$ cat src/rtl/countdown_timer_pkg.sv
// Shared definitions for the mm:ss countdown timer: FSM encoding,
// the default field limit and the load clamp helper.
package countdown_timer_pkg;

   typedef enum logic [1:0] {
      IDLE    = 2'd0,
      RUN     = 2'd1,
      PAUSED  = 2'd2,
      EXPIRED = 2'd3
   } state_t;

   // Largest legal minutes/seconds value.
   localparam int MAX_VAL = 59;

   // Limit a preset field to max_v; values above it load as max_v.
   function automatic logic [5:0] clamp_field(input logic [5:0] v, input logic [5:0] max_v);
      return (v > max_v) ? max_v : v;
   endfunction

endpackage

$ cat src/rtl/countdown_timer_if.sv
// Command/status bundle between a controller and the countdown timer.
//
// Handshake: load, start and pause are single-cycle command pulses with an
// implicit always-ready receiver; a command is accepted on every rising edge
// where it is high (load_min/load_sec are only sampled together with load).
// minutes/seconds/running/done/alarm/state are registered status outputs,
// valid on every cycle; done is a one-cycle event flag.
interface countdown_timer_if;
   import countdown_timer_pkg::*;

   logic       load;
   logic [5:0] load_min;
   logic [5:0] load_sec;
   logic       start;
   logic       pause;
   logic [5:0] minutes;
   logic [5:0] seconds;
   logic       running;
   logic       done;
   logic       alarm;
   state_t     state;    // FSM state for debug/checkers

   modport master (
      output load, load_min, load_sec, start, pause,
      input  minutes, seconds, running, done, alarm, state
   );

   modport slave (
      input  load, load_min, load_sec, start, pause,
      output minutes, seconds, running, done, alarm, state
   );

endinterface

$ cat src/rtl/countdown_timer_tick_gen.sv
// Prescaler producing a one-cycle tick every CLK_HZ enabled cycles.
// The count holds while en is low and restarts from zero on clr.
module countdown_timer_tick_gen #(
   parameter int CLK_HZ = 100_000_000
) (
   input  logic clk,
   input  logic rst_n,
   input  logic en,
   input  logic clr,
   output logic tick
);

   localparam int W = (CLK_HZ > 1) ? $clog2(CLK_HZ) : 1;
   localparam logic [W-1:0] TERM = W'(CLK_HZ - 1);

   logic [W-1:0] cnt;

   // Count 0..CLK_HZ-1 while enabled, wrapping at the terminal count.
   always_ff @(posedge clk) begin
      if (!rst_n) begin
         cnt <= '0;
      end else if (clr) begin
         cnt <= '0;
      end else if (en) begin
         cnt <= (cnt == TERM) ? '0 : cnt + 1'b1;
      end
   end

   assign tick = en && (cnt == TERM);

endmodule

$ cat src/rtl/countdown_timer.sv
// mm:ss countdown timer: load/start/pause control FSM, seconds->minutes
// borrow, preset clamping and an expiry pulse plus latched alarm.
module countdown_timer #(
   parameter int CLK_HZ  = 100_000_000,
   parameter int MAX_VAL = countdown_timer_pkg::MAX_VAL
) (
   input  logic               clk_100MHz,
   input  logic               reset_n,
   countdown_timer_if.slave   bus
);

   import countdown_timer_pkg::*;

   localparam logic [5:0] MAX6 = 6'(MAX_VAL);

   state_t     state;
   state_t     state_nxt;
   logic [5:0] min_q;
   logic [5:0] sec_q;
   logic [5:0] min_d;
   logic [5:0] sec_d;
   logic       done_q;
   logic       done_d;
   logic       tick;
   logic       prescale_clr;
   logic       prescale_en;
   logic       count_zero;
   logic       last_sec;
   logic       run_tick;

   assign count_zero  = (min_q == 6'd0) && (sec_q == 6'd0);
   assign last_sec    = (min_q == 6'd0) && (sec_q == 6'd1);
   // The prescaler keeps stepping on the pause cycle itself; the held value
   // is whatever it reached on that edge.
   assign prescale_en = (state == RUN);
   // A tick only decrements when neither load nor pause outranks it.
   assign run_tick    = (state == RUN) && tick && !bus.load && !bus.pause;

   countdown_timer_tick_gen #(.CLK_HZ(CLK_HZ)) u_tick_gen (
      .clk   (clk_100MHz),
      .rst_n (reset_n),
      .en    (prescale_en),
      .clr   (prescale_clr),
      .tick  (tick)
   );

   // Next-state logic: load overrides everything, then pause, then start, then tick.
   always_comb begin
      state_nxt    = state;
      prescale_clr = 1'b0;
      done_d       = 1'b0;
      if (bus.load) begin
         state_nxt = IDLE;
      end else begin
         case (state)
            IDLE: begin
               if (bus.start && !bus.pause && !count_zero) begin
                  state_nxt    = RUN;
                  prescale_clr = 1'b1;
               end
            end
            RUN: begin
               if (bus.pause) begin
                  state_nxt = PAUSED;
               end else if (tick && last_sec) begin
                  state_nxt = EXPIRED;
                  done_d    = 1'b1;
               end
            end
            PAUSED: begin
               if (bus.start && !bus.pause) begin
                  state_nxt = RUN;
               end
            end
            EXPIRED: begin
               state_nxt = EXPIRED;
            end
            default: begin
               state_nxt = IDLE;
            end
         endcase
      end
   end

   // Count datapath: clamped preset on load, otherwise decrement with borrow on a tick.
   always_comb begin
      min_d = min_q;
      sec_d = sec_q;
      if (bus.load) begin
         min_d = clamp_field(bus.load_min, MAX6);
         sec_d = clamp_field(bus.load_sec, MAX6);
      end else if (run_tick) begin
         if (sec_q != 6'd0) begin
            sec_d = sec_q - 6'd1;
         end else if (min_q != 6'd0) begin
            sec_d = MAX6;
            min_d = min_q - 6'd1;
         end
      end
   end

   // State, count and expiry pulse registers.
   always_ff @(posedge clk_100MHz) begin
      if (!reset_n) begin
         state  <= IDLE;
         min_q  <= 6'd0;
         sec_q  <= 6'd0;
         done_q <= 1'b0;
      end else begin
         state  <= state_nxt;
         min_q  <= min_d;
         sec_q  <= sec_d;
         done_q <= done_d;
      end
   end

   assign bus.minutes = min_q;
   assign bus.seconds = sec_q;
   assign bus.running = (state == RUN);
   assign bus.done    = done_q;
   assign bus.alarm   = (state == EXPIRED);
   assign bus.state   = state;

endmodule

$ cat src/flat_wrapper.sv
// flat-port wrapper written by rule: the top's interface ports become plain ports
module countdown_timer_flat import countdown_timer_pkg::*;
#(
   parameter int CLK_HZ  = 100_000_000,
   parameter int MAX_VAL = countdown_timer_pkg::MAX_VAL
)
  (clk_100MHz, reset_n, bus_load, bus_load_min, bus_load_sec, bus_start, bus_pause, bus_minutes, bus_seconds, bus_running, bus_done, bus_alarm, bus_state);
  countdown_timer_if bus_i ();
  input  logic clk_100MHz;
  input  logic reset_n;
  input wire logic [$bits(bus_i.load)-1:0] bus_load;
  input wire logic [$bits(bus_i.load_min)-1:0] bus_load_min;
  input wire logic [$bits(bus_i.load_sec)-1:0] bus_load_sec;
  input wire logic [$bits(bus_i.start)-1:0] bus_start;
  input wire logic [$bits(bus_i.pause)-1:0] bus_pause;
  output wire logic [$bits(bus_i.minutes)-1:0] bus_minutes;
  output wire logic [$bits(bus_i.seconds)-1:0] bus_seconds;
  output wire logic [$bits(bus_i.running)-1:0] bus_running;
  output wire logic [$bits(bus_i.done)-1:0] bus_done;
  output wire logic [$bits(bus_i.alarm)-1:0] bus_alarm;
  output wire logic [$bits(bus_i.state)-1:0] bus_state;
  assign bus_i.load = bus_load;
  assign bus_i.load_min = bus_load_min;
  assign bus_i.load_sec = bus_load_sec;
  assign bus_i.start = bus_start;
  assign bus_i.pause = bus_pause;
  assign bus_minutes = bus_i.minutes;
  assign bus_seconds = bus_i.seconds;
  assign bus_running = bus_i.running;
  assign bus_done = bus_i.done;
  assign bus_alarm = bus_i.alarm;
  assign bus_state = bus_i.state;
  countdown_timer #(.CLK_HZ(CLK_HZ), .MAX_VAL(MAX_VAL)) u_core (.clk_100MHz(clk_100MHz), .reset_n(reset_n), .bus(bus_i));
endmodule
$ cat config.mk
export PLATFORM = sky130hd
export DESIGN_NAME = countdown_timer_flat
export DESIGN_NICKNAME = d
export VERILOG_FILES = /design/src/rtl/countdown_timer_pkg.sv /design/src/rtl/countdown_timer_if.sv /design/src/rtl/countdown_timer_tick_gen.sv /design/src/rtl/countdown_timer.sv /design/src/flat_wrapper.sv
export SDC_FILE = /design/constraint.sdc
export NUM_CORES = 1
export LEC_CHECK = 0
export ABC_AREA = 1
export CELL_PAD_IN_SITES_DETAIL_PLACEMENT = 0
export CELL_PAD_IN_SITES_GLOBAL_PLACEMENT = 1
export CORE_MARGIN = 3
export CORE_UTILIZATION = 30
export CTS_BUF_LIST = sky130_fd_sc_hd__clkbuf_8
export DETAILED_ROUTE_END_ITERATION = 10
export HOLD_SLACK_MARGIN = 0.05
export PLACE_DENSITY_LB_ADDON = 0.1
export SLEW_MARGIN = 20
export SYNTH_ARGS = -nofsm -noshare
export SYNTH_HDL_FRONTEND = slang
export SYNTH_SLANG_ARGS = --single-unit
$ cat constraint.sdc
create_clock -name clk_100MHz -period 1.95 [get_ports clk_100MHz]
set_input_delay 0.39 -clock clk_100MHz [delete_from_list [all_inputs] [get_ports clk_100MHz]]
set_output_delay 0.39 -clock clk_100MHz [all_outputs]
set_load 0.02 [all_outputs]
Yosys cells after proc, flatten, opt, wreduce, memory -nomap -nowiden
Cells that the tools add are included.

Add/subtract/negate cells: 3. $mul: 0. Divide/modulo/power cells: 0. Magnitude comparators: 2. Equality and inequality tests: 9. Shift-type cells: 0. Muxes and demuxes: 20. Bitwise logic cells: 2. Reduce and logical (&&, ||, !) cells: 26.

Operators with widths (count): two-way mux 6 bit (10); adder 27 x 1 -> 27 bit (second input constant) (1); equality test 27 bit (second input constant) (1); two-way mux 27 bit (1); > comparator 6 bit (second input constant) (2); logical NOT 6 bit (2); nonzero test 6 bit (2); subtractor 6 x 1 -> 6 bit (second input constant) (2); logical AND 1 bit (9); two-way mux 2 bit (4); case mux 2 bit (4 select lines) (1); equality test 6 x 1 -> 1 bit (second input constant) (1); AND reduction 3 bit (2); equality test 2 bit (second input constant) (2); two-way mux 1 bit (4); inequality test 2 x 1 -> 1 bit (second input constant) (2); nonzero test 2 bit (2); OR reduction 2 bit (2); OR reduction 4 bit (1); logical NOT 1 bit (3); inequality test 3 x 2 -> 1 bit (second input constant) (1); nonzero test 3 bit (1); equality test 2 x 1 -> 1 bit (second input constant) (1); logical NOT 2 bit (1); other kinds (3) (4).

Register bits: 42. Latch bits: 0. Memory bits (writable): 0. Memory bits (read-only): 0. Input port bits: 17. Memories: 0.

Logic depth before layout (Yosys ltp)
Word-level depth: 8. Mapped depth: 12. Depth with buffers taken out: 12.

Modules after synthesis
From an unflattened synthesis, not the netlist that was laid out.

Cell total of the unflattened synthesis: 413. Area, all modules: 2646.3 um^2.

By module, submodules not included: countdown_timer_tick_gen (instances 1, cells an instance 240, area an instance 1537.7 um^2, seq. area each 540.5 um^2); countdown_timer (instances 1, cells an instance 173, area an instance 1108.6 um^2, seq. area each 300.3 um^2).

Worst setup path before layout
No wires, ideal clock.

Kind: reg2reg. Start point: reg u_core.min_q[0], in the netlist u_core.bus.minutes[0]. End point: reg u_core.sec_q[2], in the netlist u_core.bus.seconds[2]. Arrival time: 1.488 ns. Setup slack: 0.346 ns. Stages on the path, launching flop included: 8. Buffers on the path: 1. Clock period less this slack: 1.604 ns. Path through: dfxtp_1 inv_1 ha_1 nand4_1 or3_4 buf_6 a21oi_1 nor2_1.

Longest elaborated chain between the ends: 3.

RTL lines: start, declared (line countdown_timer.sv:18) `logic [5:0] min_q;`; start signal, assigned (line countdown_timer.sv:111) `min_q <= min_d;`; nonzero test 6 bit (line countdown_timer.sv:95) `end else if (min_q != 6'd0) begin`; nonzero test 3 bit (no source line); AND reduction 2 bit (no source line); end signal, assigned (line countdown_timer.sv:107) `sec_q <= 6'd0;`; end signal, assigned (line countdown_timer.sv:112) `sec_q <= sec_d;`; end, declared (line countdown_timer.sv:19) `logic [5:0] sec_q;`.

Every way passes these cells. A chain may end at the register's enable or synchronous reset.

Final worst setup path
Start point: reg u_core.state[0], in the netlist u_core.bus.state[0]. End point: out bus_alarm.

Longest elaborated chain between the ends: 1.

RTL lines: start, declared (line countdown_timer.sv:16) `state_t state;`; start signal, assigned (line countdown_timer.sv:110) `state <= state_nxt;`; equality test 2 bit (line countdown_timer.sv:121) `assign bus.alarm = (state == EXPIRED);`; end, declared (line flat_wrapper.sv:20) `output wire logic [$bits(bus_i.alarm)-1:0] bus_alarm;`.

Every way passes these cells.

==> results.toml <==
[run_status]
status = "complete, no violations"

[yosys]
yosysSeqAreaShare = 0.327
synthArstFlopShare = 0
avgSynthCellArea_um2 = 6.72
yosys.area.top_type = "dfxtp_1"
yosysWarnings = 0
synth_ff_type = "dfxtp_1"
synth.area.top_cells = "dfxtp_1, nand2_1, nor2_1, inv_1, nand3_1"
synth_edf_count = 0
syn_area_um2 = 2570
synth_cell_types = 43
netlist.area_leader.share = 0.327
syn_inst = 383
syn_nets = 406
synth-seq-cells = 42

[detailed_routing]
wl_met1_um = 3200
remaining_drc_errors = 0
wl_met2_um = 3080
drtAntennaViolNets = 0
drtPass1Iterations = 4
wirelength_um = 6590
via_per_inst = 4.63
initialDrtViolationCount = 49
top_layer_used = "met4"
met3_length_um = 241
vias = 2467
wl_per_cell_um = 12.4

[power]
p_clk_frac = 0.306
power_density_nw_per_um2 = 623
switching_share = 0.309
intPower_mw = 1.36
pwr-share-comb = 0.229
leakage_nw = 1.26
switching_power_mw = 0.608
seq_power_share = 0.466
max-vdd-ir-drop_mv = 0.281

[critical_path]
crit_fanout = 5
path_class = "flip-flop to output pin"
slowest_delay_ns = 0.59
cp-start-kind = "flip-flop"
cp-end-kind = "output pin"
path_buf_inv = 2
crit_required_ns = 1.56
crit_slowest_cell = "clkdlybuf4s50_1"
crit_family = "buffers and inverters"
cp_cell_sequence = "nand2_1, inv_1, clkdlybuf4s50_1"
crit_arrival_ns = 1.43

[global_route]
grt_pass1_vias = 2432
grt_max_degree = 18
antenna_found_initial = 0
grt_pass1_wl_um = 11500
grt_overflow_total = 0
grt_use_total = 0.143

[cells_and_area]
diodes = 0
drive_above_1_share = 0.129
instances_no_fill = 533
synthToLayoutAreaGrowth_pct = 23.0
nets = 450
fin_area_um2 = 3160

[cts]
clockBufferDepth = 2
root_buffer = "clkbuf_8"
clock_latency_ns = 0.30
path_clk_slew_ns = 0.08
cts_tree = "done"
h-tree-depth = 2
cts.sink_count = 42
cts_buffers = 5
hold_buffers = 0

[die]
die_w_um = 98.6
die_h_um = 98.6
io_pins = 34
initial_utilization = 0.312
die-area_um2 = 9720
fp.coreArea_um2 = 8260
rows = 33

[timing]
fmax_mhz = 548
worst_slew_pin_slew_ns = 0.460
finalSetupViolations = 0
min_period_over_period = 0.935
skew_ns = 0.00640
slew_headroom = 0.691
hold_viol_final = 0
finalCriticalPeriod_ns = 1.82
finalMaxSlewViolations = 0

[placed_design]
port_buffers = 33
dp_cells = 524
gp_congestion = 0.789
dp_hpwl_um = 5110
placed_area_um2 = 3060

[min_path]
hold_class = "flip-flop to flip-flop"

[job]
cap_violations = 0
[Yosys cell counts, types with 2 or more instances]
cell type and instances:
nand2_2 4, o21ai_0 10, a21oi_1 16, buf_4 2
and3_1 2, nand3b_1 2, inv_1 35, inv_2 6
a31oi_1 2, nor2_1 70, nor3b_1 2, a22o_1 2
nor4_1 5, clkbuf_1 2, xnor2_1 3, nor3_1 13
nor2_4 3, ha_1 6, nand4_1 6, nand2_4 2
nand2_1 86, dfxtp_1 42, nand3_1 25, nor3_2 2
nor2_2 7, xor2_1 7, o22ai_1 3, nand3_2 3
[sequential cells by signal (all words and copies together) (netlist names)]
register and count:
u_core.bus.done 1, u_core.bus.minutes 6, u_core.bus.seconds 6, u_core.bus.state 2, u_core.u_tick_gen.cnt 27
[power groups by stage]
stage | Sequential, mW | Clock, mW | Combinational, mW
after detailed placement | 0.937 | 0 | 0.456
after global routing | 0.924 | 0.674 | 0.509
after global placement | 0.940 | 0 | 0.460
after CTS | 0.918 | 0.632 | 0.458
after floorplan | 0.968 | 0 | 0.256
final | 0.918 | 0.602 | 0.451
[path summary, 6_finish.rpt]
path                                                from                         to  slack (ns)  cells past startpoint
worst max-delay path                 u_core.bus.state[0]                  bus_alarm        0.13                      3
worst min register to register  u_core.u_tick_gen.cnt[0]   u_core.u_tick_gen.cnt[0]        0.48                      2
worst max register to register  u_core.u_tick_gen.cnt[1]  u_core.u_tick_gen.cnt[20]        0.23                      9
worst min-delay path            u_core.u_tick_gen.cnt[0]   u_core.u_tick_gen.cnt[0]        0.48                      2
[per-layer routing]
metal,vias to the layer above,global-route usage
li1,1331,-
met1,1095,0.182
met2,35,0.248
met3,6,0.0290
met4,0,0.0347
met5,-,0
[worst min-delay path: cells and delay by family (launching register included)]
family	cells	cell delay, ns
and+or+nand+nor	1	0.06
DFF	1	0.34
AOI/OAI and AO/OA	1	0.05
[cell families (layout without fill, tap and decap cells)]
| family | Yosys count | in the layout | synth area share |
|---|---|---|---|
| fa+ha+maj | 6 | 6 | 0.0292 |
| compound gates | 38 | 38 | 0.0842 |
| simple gates | 238 | 238 | 0.444 |
| flops | 42 | 42 | 0.327 |
| xor+xnor | 10 | 10 | 0.0340 |
| buf+inv | 49 | 94 | 0.0822 |
[cells in the final DEF, fill, tap and decap left out, types with 2 or more instances in the layout]
master	count
clkbuf_8	6
dfxtp_1	41
nand3_2	4
nor4_1	5
a22o_1	2
o22ai_1	3
nor2_4	3
nand3b_1	2
xnor2_1	3
inv_2	6
nand3_1	24
nand2_4	2
nand2_1	85
buf_4	11
nor2_2	7
ha_1	5
nor3_2	2
xor2_1	7
o21ai_0	10
nor3_1	13
a31oi_1	2
clkdlybuf4s50_1	32
nand2_2	5
nor3b_1	2
inv_1	36
nand4_1	6
a21oi_1	16
nor2_1	70
and3_1	2
[stage by stage]
step	hold WS (ns)	power (mW)	setup TNS (ns)	setup WS, ns	util
4_1_cts	0.498	2.01	0	0.112	0.381
5_1_grt	0.525	2.11	-0.000783	-0.000783	0.383
3_5_place_dp	0.485	1.39	0	0.0714	0.370
3_3_place_gp	0.475	1.40	0	0.159	0.370
6_report	0.485	1.97	0	0.126	0.383
2_1_floorplan	0.461	1.22	0	0.346	-
[layout make-up]
| cell class | instances | area, um^2 |
|---|---|---|
| clock buffers | 6 | 82.6 |
| repair buffers | 44 | 412 |
| clock inverters | 2 | 8.76 |
| flip-flops and latches | 42 | 842 |
| fillers | 915 | 5090 |
| well taps | 105 | 131 |
| inverters | 42 | 158 |
| multi-input cells | 292 | 1530 |
[timing repair]
action	in CTS	in global routing
gates resized for setup	2	3
setup endpoints to repair	1	2
pin swaps	0	2
buffers inserted	0	1
(Power assumes the default switching activity.)
